<file path="src/rtl/sha256_round_engine.sv">
// SHA-256 compression engine: RPS rounds per step, optional mid-step register,
// start/ready/done handshake with multi-block chaining and abort.

module sha256_rnd (
  input  logic [2:0][31:0] abc,
  input  logic [3:0][31:0] efgh,
  input  logic [31:0]      kw,
  output logic [31:0]      t1,
  output logic [31:0]      t2
);
  logic [31:0] a, b, c, e, f, g, h, s0, s1;

  assign {a, b, c}    = abc;
  assign {e, f, g, h} = efgh;
  assign s0 = {a[1:0], a[31:2]} ^ {a[12:0], a[31:13]} ^ {a[21:0], a[31:22]};
  assign s1 = {e[5:0], e[31:6]} ^ {e[10:0], e[31:11]} ^ {e[24:0], e[31:25]};
  assign t1 = h + s1 + ((e & f) ^ (~e & g)) + kw;
  assign t2 = s0 + ((a & b) ^ (a & c) ^ (b & c));
endmodule

module sha256_round_engine #(
  parameter int RPS  = 2,
  parameter int PIPE = 1
) (
  input  logic              clk,
  input  logic              rst,
  input  logic              start,
  input  logic              first_blk,
  input  logic              abort,
  input  logic [32*RPS-1:0] w_in,
  input  logic [32*RPS-1:0] k_in,
  output logic [5:0]        round_idx,
  output logic              ready,
  output logic              busy,
  output logic              done,
  output logic [255:0]      hash_val
);
  if (!(RPS == 1 || RPS == 2 || RPS == 4)) begin : g_bad_rps
    $error("sha256_round_engine: RPS must be 1, 2 or 4");
  end

  typedef logic [7:0][31:0] st_t;  // [7]=a/H0 ... [0]=h/H7
  typedef enum logic [1:0] {IDLE, LOAD, ROUND, FINAL} state_t;

  localparam st_t IV = {32'h6a09e667, 32'hbb67ae85, 32'h3c6ef372, 32'ha54ff53a,
                        32'h510e527f, 32'h9b05688c, 32'h1f83d9ab, 32'h5be0cd19};
  localparam logic [5:0] STEP = 6'(RPS);
  localparam logic [5:0] LAST = 6'(64 - RPS);

  state_t state;
  st_t    wk, hc, hv, step_nxt;
  logic   cyc;

  // With PIPE, lane 0 folds its T1/T2 into registers in the first step cycle;
  // later lanes only need their W+K held, since their inputs come from lane 0.
  for (genvar j = 0; j < RPS; j++) begin : g_lane
    st_t         cur, nxt;
    logic [31:0] kw_live, kw_use, t1, t2, t1_e, t2_e;

    if (j == 0) begin : g_head
      assign cur = wk;
    end else begin : g_chain
      assign cur = g_lane[j-1].nxt;
    end

    assign kw_live = w_in[32*j +: 32] + k_in[32*j +: 32];

    sha256_rnd u_rnd (.abc(cur[7:5]), .efgh(cur[3:0]), .kw(kw_use), .t1(t1), .t2(t2));

    if (PIPE == 0) begin : g_comb
      assign kw_use = kw_live;
      assign t1_e   = t1;
      assign t2_e   = t2;
    end else if (j == 0) begin : g_stage
      logic [31:0] p_t1, p_t2;
      always_ff @(posedge clk or negedge rst)
        if (!rst) begin
          p_t1 <= '0;
          p_t2 <= '0;
        end else if (state == ROUND && !cyc) begin
          p_t1 <= t1;
          p_t2 <= t2;
        end
      assign kw_use = kw_live;
      assign t1_e   = p_t1;
      assign t2_e   = p_t2;
    end else begin : g_hold
      logic [31:0] p_kw;
      always_ff @(posedge clk or negedge rst)
        if (!rst)                        p_kw <= '0;
        else if (state == ROUND && !cyc) p_kw <= kw_live;
      assign kw_use = p_kw;
      assign t1_e   = t1;
      assign t2_e   = t2;
    end

    assign nxt = {t1_e + t2_e, cur[7:5], cur[4] + t1_e, cur[3:1]};
  end

  assign step_nxt = g_lane[RPS-1].nxt;
  assign hash_val = hv;

  always_ff @(posedge clk or negedge rst) begin
    if (!rst) begin
      state     <= IDLE;
      wk        <= '0;
      hc        <= '0;
      hv        <= '0;
      cyc       <= 1'b0;
      round_idx <= '0;
      ready     <= 1'b1;
      busy      <= 1'b0;
      done      <= 1'b0;
    end else begin
      done <= 1'b0;
      if (state != IDLE && abort) begin
        state     <= IDLE;
        cyc       <= 1'b0;
        round_idx <= '0;
        ready     <= 1'b1;
        busy      <= 1'b0;
      end else begin
        case (state)
          IDLE: if (start) begin
            hc    <= first_blk ? IV : hv;
            state <= LOAD;
            ready <= 1'b0;
            busy  <= 1'b1;
          end
          LOAD: begin
            wk        <= hc;
            round_idx <= '0;
            cyc       <= 1'b0;
            state     <= ROUND;
          end
          ROUND: if (PIPE != 0 && !cyc) begin
            cyc <= 1'b1;
          end else begin
            cyc       <= 1'b0;
            wk        <= step_nxt;
            round_idx <= round_idx + STEP;  // wraps to 0 after the last step
            if (round_idx == LAST) state <= FINAL;
          end
          FINAL: begin
            for (int i = 0; i < 8; i++) hv[i] <= hc[i] + wk[i];
            done  <= 1'b1;
            ready <= 1'b1;
            busy  <= 1'b0;
            state <= IDLE;
          end
          default: state <= IDLE;
        endcase
      end
    end
  end
endmodule
</file>
<file path="config.mk">
export PLATFORM = sky130hd
export DESIGN_NAME = sha256_round_engine
export DESIGN_NICKNAME = d
export VERILOG_FILES = /design/src/rtl/sha256_round_engine.sv
export SDC_FILE = /design/constraint.sdc
export NUM_CORES = 2
export LEC_CHECK = 0
export CAP_MARGIN = 20
export CORE_MARGIN = 3
export CORE_UTILIZATION = 30
export DETAILED_ROUTE_END_ITERATION = 6
export GPL_ROUTABILITY_DRIVEN = 0
export PLACE_DENSITY = 0.54
export SLEW_MARGIN = 20
export SYNTH_ARGS = -nofsm -noshare
export SYNTH_HDL_FRONTEND = slang
export SYNTH_SLANG_ARGS = --single-unit
</file>
<file path="constraint.sdc">
create_clock -name clk -period 9.6 [get_ports clk]
set_input_delay 1.92 -clock clk [delete_from_list [all_inputs] [get_ports clk]]
set_output_delay 1.92 -clock clk [all_outputs]
set_load 0.005 [all_outputs]
</file>
* After elaboration in Yosys (flattened, before gate mapping)
Cells that the tools add are included.
Widths: inputs -> output; s select.
** Storage, ports and cells
- Flip-flop bits (word level) :: 876
- Bits of input ports :: 133
** Cells by class
- Reductions and logical operators :: 14
- Bitwise logic cells :: 26
- Mux-type cells :: 22
- Eq/ne operators :: 8
- Add/subtract/negate cells :: 23
** Operator list (number)
- $add 32x32->32 :: 22
- $mux 256 :: 2
- $pmux 256 s2 :: 1
- $xor 32x32->32 :: 14
- $and 32x32->32 :: 9
- $not 32->32 :: 2
- $mux 6 :: 2
- $pmux 6 s2 :: 1
- $reduce_and 3->1 :: 3
- $mux 1 :: 8
- $mux 2 :: 4
- $pmux 2 s4 :: 1
- $add 6x2->6 const B :: 1
- $eq 6x6->1 const B :: 1
- $pmux 1 s2 :: 3
- $reduce_and 2->1 :: 3
- $reduce_bool 3->1 :: 2
- $eq 2x2->1 const B :: 2
- $reduce_bool 2->1 :: 2
- $ne 3x1->1 const B :: 1
- $ne 3x2->1 const B :: 1
- $ne 3x3->1 const B :: 1
- $eq 2x1->1 const B :: 1
- $logic_and 1x1->1 :: 2
- 4 further kinds :: 4

* Longest topological paths before layout
- Depth in word-level cells :: 9
- Depth in mapped cells :: 42
- Gate-level depth less buffers :: 42

* Modules after synthesis
From an unflattened synthesis, not the netlist that was laid out.
** Unflattened totals
- Cells, all modules :: 8045
- Area total of the unflattened synthesis :: 68931.1 um2
** Modules (own cells, without submodules)
- sha256_round_engine :: times used 1, seq. area each 21897.3 um2, area each 55115.4 um2, cells each 6313
- sha256_rnd :: times used 2, seq. area each 0.0 um2, area each 6907.9 um2, cells each 866

* Least setup slack after synthesis
No wires, ideal clock.
- Path kind :: register to register
- From :: register wk, in the netlist g_lane[0].cur[137]
- To :: register wk, in the netlist g_lane[0].cur[255]
- Library setup time :: 0.122 ns
- Stages on the path, launching flop included :: 42
- Arrival :: 8.338 ns
- Path slack :: 1.140 ns
- Path buffers :: 0
- Required time :: 9.478 ns
- Cells stage by stage :: dfrtp_1 -> ha_1 -> a21o_1 -> a31o_2 -> a21oi_1 -> o221ai_2 -> a2111oi_4 -> o21bai_1 -> a21oi_1 -> o21bai_1 -> a21oi_1 -> xnor2_1 -> xnor2_1 -> fa_1 -> inv_1 -> ha_1 -> a21o_1 -> a21oi_1 -> [... 6 more ...] -> o31a_1 -> o41ai_1 -> xnor2_1 -> inv_1 -> fa_1 -> inv_1 -> ha_1 -> nand2_1 -> nand2b_1 -> nor3b_1 -> o21ai_0 -> a41oi_1 -> o21ai_0 -> xnor3_1 -> xnor2_1 -> xnor3_1 -> nand2_1 -> a21oi_1
** Between the ends
- Cells in the longest elaborated chain, start to end :: 9
- Elaborated cells between the ends (all ways) :: 13
- Classes of those cells :: 5 x add/sub; 2 x mux; 6 x bitwise
** Ends and longest elaborated chain
- from (decl) :: RTL line 51 : st_t wk, hc, hv, step_nxt;
- from (signal assigned) :: RTL line 140 : wk <= step_nxt;
- $add 32x32->32 * :: RTL line 97 : assign nxt = {t1_e + t2_e, cur[7:5], cur[4] + t1_e, cur[3:1]};
- $xor 32x32->32 / $not 32->32 (equally long branches) :: RTL line 16, 17
- $xor 32x32->32 / $and 32x32->32 (equally long branches) :: RTL line 16, 17
- $add 32x32->32 / $xor 32x32->32 (equally long branches) :: RTL line 17 : assign t1 = h + s1 + ((e & f) ^ (~e & g)) + kw;
- $add 32x32->32 * (2 in a row) :: RTL line 17
- $add 32x32->32 * :: RTL line 97
- $mux 256 * :: RTL line 136 : ROUND: if (PIPE != 0 && !cyc) begin
- $pmux 256 s2 * :: RTL line 123 : case (state)
Every way passes the cells marked *; elsewhere a longest branch is shown, timed or not. The select of a mux whose other input is x is not followed.
A chain may end at the register's enable or synchronous reset.

* Worst setup path after layout
- From :: register wk, in the netlist g_lane[0].cur[128]
- To :: register wk, in the netlist g_lane[0].cur[255]
The elaborated chain is that of the path after synthesis.

==> impl_metrics.env <==
export IMPL_fin_crit_ns=9.20
export IMPL_grt_start_max_net_pins=237
export IMPL_skew_ns=0.0394
export IMPL_vias=58600
export IMPL_slew_headroom_pct=17.5
export IMPL_row_count=172
export IMPL_cts_buffer_depth=3
export IMPL_slew_viol_final=0
export IMPL_synth_area_um2=66700
export IMPL_die_y_um=477
export IMPL_crit_path_end_kind="flop"
export IMPL_outcome="finished, final reports clean"
export IMPL_period_share_pct=95.8
export IMPL_synth_nets=8491
export IMPL_setup_viol=0
export IMPL_start_util_pct=30.2
export IMPL_cts_hold_buf=0
export IMPL_cts_root_buf="clkbuf_16"
export IMPL_worstMarginPinSlew_ns=1.24
export IMPL_wl_per_cell_um=25.5
export IMPL_yosysTopAreaCell="dfrtp_1"
export IMPL_routed_wl_um=281000
export IMPL_synth_flop_cell="dfrtp_1"
export IMPL_crit_fanout=4
export IMPL_drive_above_1_share_pct=5.54
export IMPL_cts_inserted_buffers=108
export IMPL_synthTopCellsByArea="dfrtp_1 33%, ha_1 9.4%, o21ai_0 7.6%"
export IMPL_synth_cell_type_count=91
export IMPL_grt_pass1_wl_um=403000
export IMPL_setup_tns_ns=0
export IMPL_postSynthCellCount=7659
export IMPL_worstPathRequired_ns=10.25
export IMPL_cts_setup_buffers=0
export IMPL_synth_edf_count=0
export IMPL_rr_worst_depth=41
export IMPL_synth_seq_cells=875
export IMPL_overflow=0
export IMPL_hold_viol=0
export IMPL_clk_pin_slew_ns=0.06
export IMPL_maxCapViolCount=0
export IMPL_antenna_found_initial=23
export IMPL_grt_setup_unrepaired="false"
export IMPL_coreArea_um2=220000
export IMPL_drt_iter0_drc=5805
export IMPL_syn_to_final_growth_pct=17.4
export IMPL_dieArea_um2=228000
export IMPL_avgSynthCellArea_um2=8.70
export IMPL_slowest_stage="fa_1"
export IMPL_clkLatencyLatePin_ns=0.79
export IMPL_grt_use_total_pct=23.9
export IMPL_ios=398
export IMPL_synth_top_area_share_pct=32.8
export IMPL_cts_sinks=875
export IMPL_first_global_vias=56200
export IMPL_min_path_cells=2
export IMPL_crit_type="flop to flop"
export IMPL_ys_async_sr_fraction_pct=100
export IMPL_cts_resized=0
export IMPL_drc_errors=0
export IMPL_slowest_delay_ns=0.52
export IMPL_final_antenna_net_count=0
export IMPL_final_nets=8817
export IMPL_worst_ep_arrival_time_ns=9.85
export IMPL_hpwl_um=218000
export IMPL_crit_path_start_kind="flop"
export IMPL_min_path_type="flop to flop"
export IMPL_vias_per_cell=5.31
export IMPL_cts_tree="yes"
export IMPL_die_x_um=477
export IMPL_ys_warn_count=0
export IMPL_ys_seq_area_share_pct=32.9
export IMPL_port_buffers=396
export IMPL_max_clock_freq_mhz=109
export IMPL_firstDrtPassIters=6
export IMPL_h_tree_depth=3
[flip-flops by register name (all words and copies together), names as in the netlist]
signal,cells
g_lane.g_stage.p_t1,32
cyc,1
ready,1
g_lane.cur,256
hc,256
round_idx,5
hash_val,256
busy,1
g_lane.g_stage.p_t2,32
done,1
state,2
g_lane.g_hold.p_kw,32
[cell families (layout without fill, tap and decap cells)]
group	Yosys count	count (layout)	share of synthesized area (%)
compound gates	2165	2165	19.4
xor+xnor	663	663	8.82
fa+ha+maj	758	758	16.2
buf+inv	870	1279	4.91
flops	875	875	32.9
mux	271	271	4.10
other cells	1	8	0.00563
simple gates	2056	2056	13.6
[worst paths after layout]
| check | slack [ns] | end | from |
|---|---|---|---|
| worst max-delay path | 0.40 | g_lane[0].cur[255] | g_lane[0].cur[128] |
| worst min-delay path | 0.48 | g_lane[0].g_stage.p_t2[25] | g_lane[0].g_stage.p_t2[25] |
| worst max register to register | 0.40 | g_lane[0].cur[255] | g_lane[0].cur[128] |
| worst min register to register | 0.48 | g_lane[0].g_stage.p_t2[25] | g_lane[0].g_stage.p_t2[25] |
| max in group asynchronous | 6.34 | hc[206] | rst |
| min in group asynchronous | 1.17 | hc[51] | rst |
[metal layers]
layer  global-route usage, %  wire length [um]  up-vias
met5                       0                68        -
li1                        -                 -    27000
met2                    35.2            117000     2562
met3                    5.46             25700      612
met4                    11.1             15700       14
met1                    33.1            123000    28500
[layout by cell type (no fill, tap or decap), types with 53 or more instances in the layout]
cell type	n
nand2_1	1107
o21ai_0	1003
dfrtp_1	874
inv_1	518
ha_1	499
xnor2_1	415
a21oi_1	412
clkdlybuf4s50_1	394
nor2_1	359
mux2i_1	255
xor2_1	238
a21o_1	222
fa_1	199
nand2b_1	181
buf_4	157
clkbuf_16	111
nand3_1	83
o21a_1	68
o21bai_1	67
nor3_1	65
maj3_1	59
and3_1	56
o31ai_1	56
nor2b_1	53
[synth_stat cells, types with 17 or more instances]
master / number
and3_1: 56
o21ai_0: 1006
mux2i_1: 256
or2_2: 17
inv_1: 519
o211ai_1: 26
o31ai_1: 57
nand4_1: 25
or3_1: 28
a31oi_1: 48
xor2_1: 240
a21boi_0: 29
a211oi_1: 42
nor3_1: 65
o21ai_1: 17
nor2b_1: 53
nand2b_1: 182
a31o_2: 19
maj3_1: 59
xnor2_1: 417
dfrtp_1: 874
fa_1: 199
nand3_1: 84
ha_1: 500
a21o_1: 222
nand2_1: 1109
o21a_1: 68
buf_1: 27
nor2_1: 361
a211o_1: 23
a21oi_1: 415
clkbuf_1: 321
o21bai_1: 67
[per-stage QoR]
| step | std cells | hold slack, ns | setup WS [ns] | instance area [um^2] | util, % |
|---|---|---|---|---|---|
| floorplan | 7659 | 0.443 | 1.14 | 66700 | - |
| global placement | 10800 | 0.471 | 0.386 | 74500 | 33.8 |
| detailed placement | 10800 | 0.474 | 0.247 | 74500 | 33.8 |
| CTS | 11000 | 0.488 | 0.168 | 78100 | 35.4 |
| global route | 11000 | 0.511 | 0.00624 | 78200 | 35.5 |
| finish | 11000 | 0.482 | 0.404 | 78200 | 35.5 |
[worst max-delay path: cells and delay by family (launching register included)]
family          cells  cell delay, ns
compound gates     21            4.20
xor+xnor            6            1.19
fa+ha+maj           6            2.32
buf+inv             3            0.32
flops               1            0.40
simple gates        5            0.60
[cell type report]
class,count,area [um^2]
fill,22600,142000
multi-input combinational,5914,41600
sequential,875,21900
timing repair buffer,566,5400
tap,2958,3700
clock buffer,156,3210
inverter,520,1950
clock inverter,37,437
antenna,7,17.5
Power is left out: the tool's default activity adds up to more than one toggle a clock period on the data nets, which glitch-free logic cannot reach.
